File: src/rtl/sar_search_ctrl_pkg.sv
`default_nettype none
// ============================================================================
// Module      : sar_search_ctrl_pkg
// Description : Shared types and helpers for the successive-approximation
//               search controller: FSM state encoding, trial-counter width
//               calculation and the comparator-flag one-hot test.
// Revision    : 1.0 - initial release
// ============================================================================
package sar_search_ctrl_pkg;

  typedef enum logic [1:0] {
    IDLE = 2'd0,
    EVAL = 2'd1,
    FIN  = 2'd2
  } sar_state_t;

  // The search needs up to WIDTH+1 comparisons. The counter must also hold
  // the value WIDTH+1 itself, so size it for WIDTH+2 distinct codes.
  function automatic int calc_cnt_w(input int width);
    return $clog2(width + 2);
  endfunction

  // A healthy comparator asserts exactly one of Greater/Equal/Less.
  function automatic logic flag_onehot(input logic g, input logic e, input logic l);
    return (g & ~e & ~l) | (~g & e & ~l) | (~g & ~e & l);
  endfunction

endpackage : sar_search_ctrl_pkg
`default_nettype wire

File: src/rtl/sar_search_ctrl.sv
`default_nettype none
// ============================================================================
// Module      : sar_search_ctrl
// Description : Binary-search controller wrapped around an external
//               combinational magnitude comparator. Drives the comparator B
//               operand with a trial value and narrows a [lo,hi] window from
//               the Greater/Equal/Less result, one comparison per clock.
//
// Ports       : clk     - rising-edge clock
//               rst_n   - asynchronous active-low reset
//               Start   - begin a search (only honoured in IDLE)
//               Abort   - synchronous cancel, back to IDLE without a pulse
//               Greater - comparator flag, A > B
//               Equal   - comparator flag, A == B
//               Less    - comparator flag, A < B
//               B       - registered trial operand to the comparator
//               Busy    - high while a search or its result cycle is active
//               Done    - one-cycle pulse, search found A
//               Error   - one-cycle pulse, search failed
//               Value   - found value, held until the next accepted Start
//               Trials  - comparisons used, held until the next accepted Start
// Revision    : 1.0 - initial release
// ============================================================================
module sar_search_ctrl
  import sar_search_ctrl_pkg::*;
#(
  parameter  int WIDTH = 4,
  localparam int CNT_W = calc_cnt_w(WIDTH)
) (
  input  logic             clk,
  input  logic             rst_n,
  input  logic             Start,
  input  logic             Abort,
  input  logic             Greater,
  input  logic             Equal,
  input  logic             Less,
  output logic [WIDTH-1:0] B,
  output logic             Busy,
  output logic             Done,
  output logic             Error,
  output logic [WIDTH-1:0] Value,
  output logic [CNT_W-1:0] Trials
);

  // Window bounds carry one extra bit so lo+hi never overflows.
  localparam logic [WIDTH:0]   c_max  = {1'b0, {WIDTH{1'b1}}};
  localparam logic [CNT_W-1:0] c_last = CNT_W'(WIDTH + 1);

  sar_state_t       r_state, w_state_nx;
  logic [WIDTH-1:0] r_b, w_b_nx;
  logic [WIDTH:0]   r_lo, w_lo_nx;
  logic [WIDTH:0]   r_hi, w_hi_nx;
  logic [WIDTH-1:0] r_value, w_value_nx;
  logic [CNT_W-1:0] r_trials, w_trials_nx;
  logic             r_ok, w_ok_nx;

  logic [WIDTH:0]   w_b_ext;
  logic [WIDTH:0]   w_sum;
  logic [CNT_W-1:0] w_trials_inc;
  logic             w_load_b;

  always_ff @(posedge clk or negedge rst_n) begin
    if (!rst_n) begin
      r_state  <= IDLE;
      r_b      <= '0;
      r_lo     <= '0;
      r_hi     <= '0;
      r_value  <= '0;
      r_trials <= '0;
      r_ok     <= 1'b0;
    end else begin
      r_state  <= w_state_nx;
      r_b      <= w_b_nx;
      r_lo     <= w_lo_nx;
      r_hi     <= w_hi_nx;
      r_value  <= w_value_nx;
      r_trials <= w_trials_nx;
      r_ok     <= w_ok_nx;
    end
  end

  always_comb begin
    w_state_nx   = r_state;
    w_lo_nx      = r_lo;
    w_hi_nx      = r_hi;
    w_value_nx   = r_value;
    w_trials_nx  = r_trials;
    w_ok_nx      = r_ok;
    w_load_b     = 1'b0;
    w_b_ext      = {1'b0, r_b};
    w_trials_inc = r_trials + 1'b1;

    case (r_state)
      IDLE: begin
        if (Start && !Abort) begin
          w_lo_nx     = '0;
          w_hi_nx     = c_max;
          w_trials_nx = '0;
          w_value_nx  = '0;
          w_ok_nx     = 1'b0;
          w_load_b    = 1'b1;
          w_state_nx  = EVAL;
        end
      end

      EVAL: begin
        if (Abort) begin
          w_state_nx = IDLE;
        end else begin
          w_trials_nx = w_trials_inc;
          w_state_nx  = FIN;
          w_ok_nx     = 1'b0;
          if (!flag_onehot(Greater, Equal, Less)) begin
            w_ok_nx = 1'b0;
          end else if (Equal) begin
            w_ok_nx    = 1'b1;
            w_value_nx = r_b;
          end else if (w_trials_inc == c_last) begin
            w_ok_nx = 1'b0;
          end else if (Greater) begin
            // A above the top of the window means A moved; stop before B+1
            // could step outside the range.
            if (w_b_ext != r_hi) begin
              w_lo_nx    = w_b_ext + 1'b1;
              w_load_b   = 1'b1;
              w_state_nx = EVAL;
            end
          end else begin
            // Same guard on the low side keeps B-1 from wrapping below zero.
            if (w_b_ext != r_lo) begin
              w_hi_nx    = w_b_ext - 1'b1;
              w_load_b   = 1'b1;
              w_state_nx = EVAL;
            end
          end
        end
      end

      FIN: begin
        w_state_nx = IDLE;
      end

      default: begin
        w_state_nx = IDLE;
      end
    endcase

    // Next trial is the midpoint of the window being loaded this cycle.
    w_sum  = w_lo_nx + w_hi_nx;
    w_b_nx = w_load_b ? WIDTH'(w_sum >> 1) : r_b;
  end

  assign B      = r_b;
  assign Value  = r_value;
  assign Trials = r_trials;
  assign Busy   = (r_state != IDLE);
  // Result pulses live in the single FIN cycle; Abort there swallows them.
  assign Done   = (r_state == FIN) &&  r_ok && !Abort;
  assign Error  = (r_state == FIN) && !r_ok && !Abort;

endmodule : sar_search_ctrl
`default_nettype wire

File: config.mk
export PLATFORM = sky130hd
export DESIGN_NAME = sar_search_ctrl
export DESIGN_NICKNAME = d
export VERILOG_FILES = /design/src/rtl/sar_search_ctrl_pkg.sv /design/src/rtl/sar_search_ctrl.sv
export SDC_FILE = /design/constraint.sdc
export NUM_CORES = 1
export LEC_CHECK = 0
export CAP_MARGIN = 20
export CORE_MARGIN = 2
export CORE_UTILIZATION = 48
export DETAILED_ROUTE_END_ITERATION = 8
export PLACE_DENSITY = 0.85
export SYNTH_ARGS = -nofsm -noshare
export SYNTH_HDL_FRONTEND = slang
export SYNTH_SLANG_ARGS = --single-unit
File: constraint.sdc
create_clock -name clk -period 3 [get_ports clk]
set_clock_uncertainty 0.05 [all_clocks]
set_input_delay 0.6 -clock clk [delete_from_list [all_inputs] [get_ports clk]]
set_output_delay 0.6 -clock clk [all_outputs]
set_load 0.05 [all_outputs]
==> metrics.md <==
| Metric | Value |
|---|---|
| Status | finished with violations |
| Failing checks | design-rule violations, negative setup slack |
| CP endpoint kind | flip-flop |
| Max Used Layer | met4 |
| Fin worst setup slack | -0.0273 ns |
| Vias | approximately 1200 |
| Layout cells sized above 1 | about a third |
| Area delta synth->final | 42.7% |
| Endpoints failing setup | 1 |
| Critical path startpoint category | flip-flop |
| Syn avg cell area | ~9.9 um2 |
| Period Utilization, post-route | 101% |
| CP arrival | 3.20 ns |
| Mapped Area | roughly 0.0014 mm2 |
| TritonCTS clock tree | done |
| Worst hold path class | reg2reg |
| Remaining global-route overflow | 0 |
| Post-layout min period | around 3.0 ns |
| Commonest non-fill, non-tap cell in the layout | buf_4 |
| Clk Tree Root Cell | clkbuf_4 |
| Fmax | about 0.33 GHz |
| Synthesized instance count | 144 |
| RR Endpoint | B[3] |
| RSZ-0062 raised after global routing | true |
| Vias in the first global route | 1297 |
| Routed len/inst | between 15 and 20 um |
| Placement Setup Slack | -0.622 ns |
| Commonest cells after routing, fill and taps aside | 33 x buf_4, 22 x dfrtp_1, 15 x nor2_1, 15 x nand2_1, 14 x clkdlybuf4s50_1 |
| Initial core utilization | about 51% |
| Hold buffers post-CTS | 0 |
| Finished Layout Cells | between 200 and 250 |
| Syn. warnings | 0 |
| Crit path to | B[3] |
| Power per standard cell area | 546 mW/mm2 |
| Worst path bufs/invs | 1 |
| Ant diodes | 0 |
| WL met1 | between 1000 and 1500 um |
| Met3 wire length | around 170 um |
| DRT Pass-1 Iters | 6 |
| Max FO, Critical Path | 4 |
| Dpl hpwl | roughly 2800 um |
| Max transition margin | around 67% |
| Slew Limit Fails | 0 |
| Worst path top cell family by delay | compound AO/OA/AOI/OAI gates |
| CP Cell Sequence | ha_4, xor2_4, a2111oi_4, a21boi_4, mux2i_2, nand2_1, fa_2, inv_2, a21o_1, a21oi_2, xor2_1, xnor2_1, mux2_2 |
| Start point of the critical path | Trials[0] |
| Die width | 58.6 um |
| Register area share after synthesis | around two fifths |
| CTS clk-pin slew, worst paths | about 0.13 ns |
| Final-stage net count | about 210 |
| Critical Path Max Stage Delay | between 0.4 and 0.5 ns |
| Wirelength, routed | between 3000 and 4000 um |
| CTS Buffer Depth | 2 |
| Max cap viols | 0 |
| GRT Util Overall | 22.2% |
| Largest net degree at the start of global routing | 25 |
| RR Startpoint | Trials[0] |
| Critical path depth | 13 |
| Post-synth cell types | 37 |
| Ports | 21 |
| R2R Setup Slk | -0.03 ns |
| Rows | 19 |
| Peak supply drop | about 0.00048 V |
| Final number of hold-violating endpoints | 0 |
| Max H-tree Level | 1 |
| DIE AREA | ~0.0034 mm2 |
| Slowest CP cell | dfrtp_2 |
| Die H | 58.6 um |
| Worst-Margin Slew | 0.497 ns |
| # clock sinks | 24 |
| Finished Core Util | 72.7% |
| Num CTS Buffers | 3 |
| Final ANT Viol Nets | 0 |
| LEAKAGE | around 0.97 nW |
| Worst Reg-to-Reg Cells | 13 |
| Type of the worst setup path | reg2reg |
| Yosys reg bits | 24 |
| Skew-Pair Late Insertion Delay | between 0.3 and 0.4 ns |
| First-pass GRT wire length | about 5700 um |
| Vias per Instance | ~5.5 |
| Port Buffers | 20 |
| Total core area | 0.00281 mm2 |
| Post-synth top flop | dfrtp_1 |
| DRC Markers | 2 |
| EDFF count, synth | 0 |
| Initial antenna violation count | 0 |
| Mapped Nets | 159 |
| Met2 Wirelength | roughly 1800 um |
| Placer Congestion | about 0.97 |
| Async set or reset register ratio after synthesis | 100% |
| DP Cell Count | 218 |
| Iteration-0 DRC Markers | between 50 and 60 |
| Crit path required time | 3.17 ns |
[cell usage after synthesis (2+ instances only)]
| cell type | n | area [um2] |
|---|---|---|
| clkbuf_1 | 3 | 11.3 |
| mux2_2 | 2 | 22.5 |
| nand2_1 | 15 | 56.3 |
| a22o_1 | 5 | 43.8 |
| xor2_1 | 11 | 96.3 |
| a21o_1 | 4 | 30.0 |
| inv_1 | 8 | 30.0 |
| dfrtp_1 | 24 | 601 |
| xnor2_1 | 6 | 52.6 |
| nand3_1 | 3 | 15.0 |
| nor3_1 | 2 | 10.0 |
| ha_1 | 7 | 87.6 |
| nor2_1 | 15 | 56.3 |
| mux2i_1 | 6 | 60.1 |
| o21ai_0 | 5 | 25.0 |
| a21oi_1 | 7 | 35.0 |
[report_power, final]
part           internal, mW  total (mW)  switching (mW)
Clock                0.0743       0.172          0.0977
Sequential            0.360       0.410          0.0505
Combinational         0.234       0.531           0.298
[kinds of logic (layout without fill, tap and decap cells)]
family | after synthesis | after routing | synth area share [%]
AO/OA/AOI/OAI | 28 | 28 | 15.3
XOR/XNOR | 17 | 17 | 10.4
adder cells (fa/ha/maj) | 8 | 8 | 7.52
buffers and inverters | 12 | 64 | 3.24
flip-flops | 24 | 24 | 42.0
multiplexers | 8 | 8 | 5.77
AND/OR/NAND/NOR | 47 | 47 | 15.7
[per-stage QoR]
step	setup TNS [ns]	power (mW)	area, um2	hold WS, ns
after global routing	-0.215	1.18	2040	0.492
after floorplan	-0.240	0.726	1460	0.254
final	-0.0273	1.11	2040	0.475
after CTS	0	1.10	1980	0.479
after detailed placement	-1.55	0.910	1880	0.450
after global placement	-1.20	0.891	1880	0.430
[flip-flops by register name (all words and copies together) (netlist names)]
signal and flops:
r_hi 5, r_lo 5, B 4, Value 4, Trials 3, r_state 2
r_ok 1
[final cells by class]
type	count	area, um2
well taps	31	38.8
fillers	187	764
flip-flops and latches	24	603
repair buffers	52	435
inverters	8	30.0
clock buffers	4	36.3
multi-input cells	108	897
[how the worst min path moves through the flow]
stage          slack [ns]        to  depth (start not counted)      from
6_report             0.48  Value[0]                          1  Value[0]
5_1_grt              0.49  Value[3]                          1  Value[3]
4_1_cts              0.48  Value[3]                          1  Value[3]
3_5_place_dp         0.45  Value[3]                          1  Value[3]
3_3_place_gp         0.43      r_ok                          1      r_ok
2_1_floorplan        0.25      B[0]                          0     rst_n
[routing by layer]
layer,vias to the layer above,GRT usage [%]
li1,594,-
met1,594,25.2
met2,40,39.5
met3,12,6.15
met4,0,8.77
met5,-,0
[worst register-to-register path, delay by kind of cell, from the launching register on]
kind,cells,cell delay [ns]
xor gates and xnor gates,3,0.45
AOI/OAI and AO/OA,4,0.74
and+or+nand+nor,1,0.11
buffers and inverters,1,0.06
DFF,1,0.46
muxes,2,0.54
adders and majority gates,2,0.54
[timing repair]
action                     in CTS  in global routing
buffers inserted                4                  1
pin swaps                       8                  3
setup endpoints to repair       2                  2
resized for setup              15                  8
(Power assumes the default switching activity.)
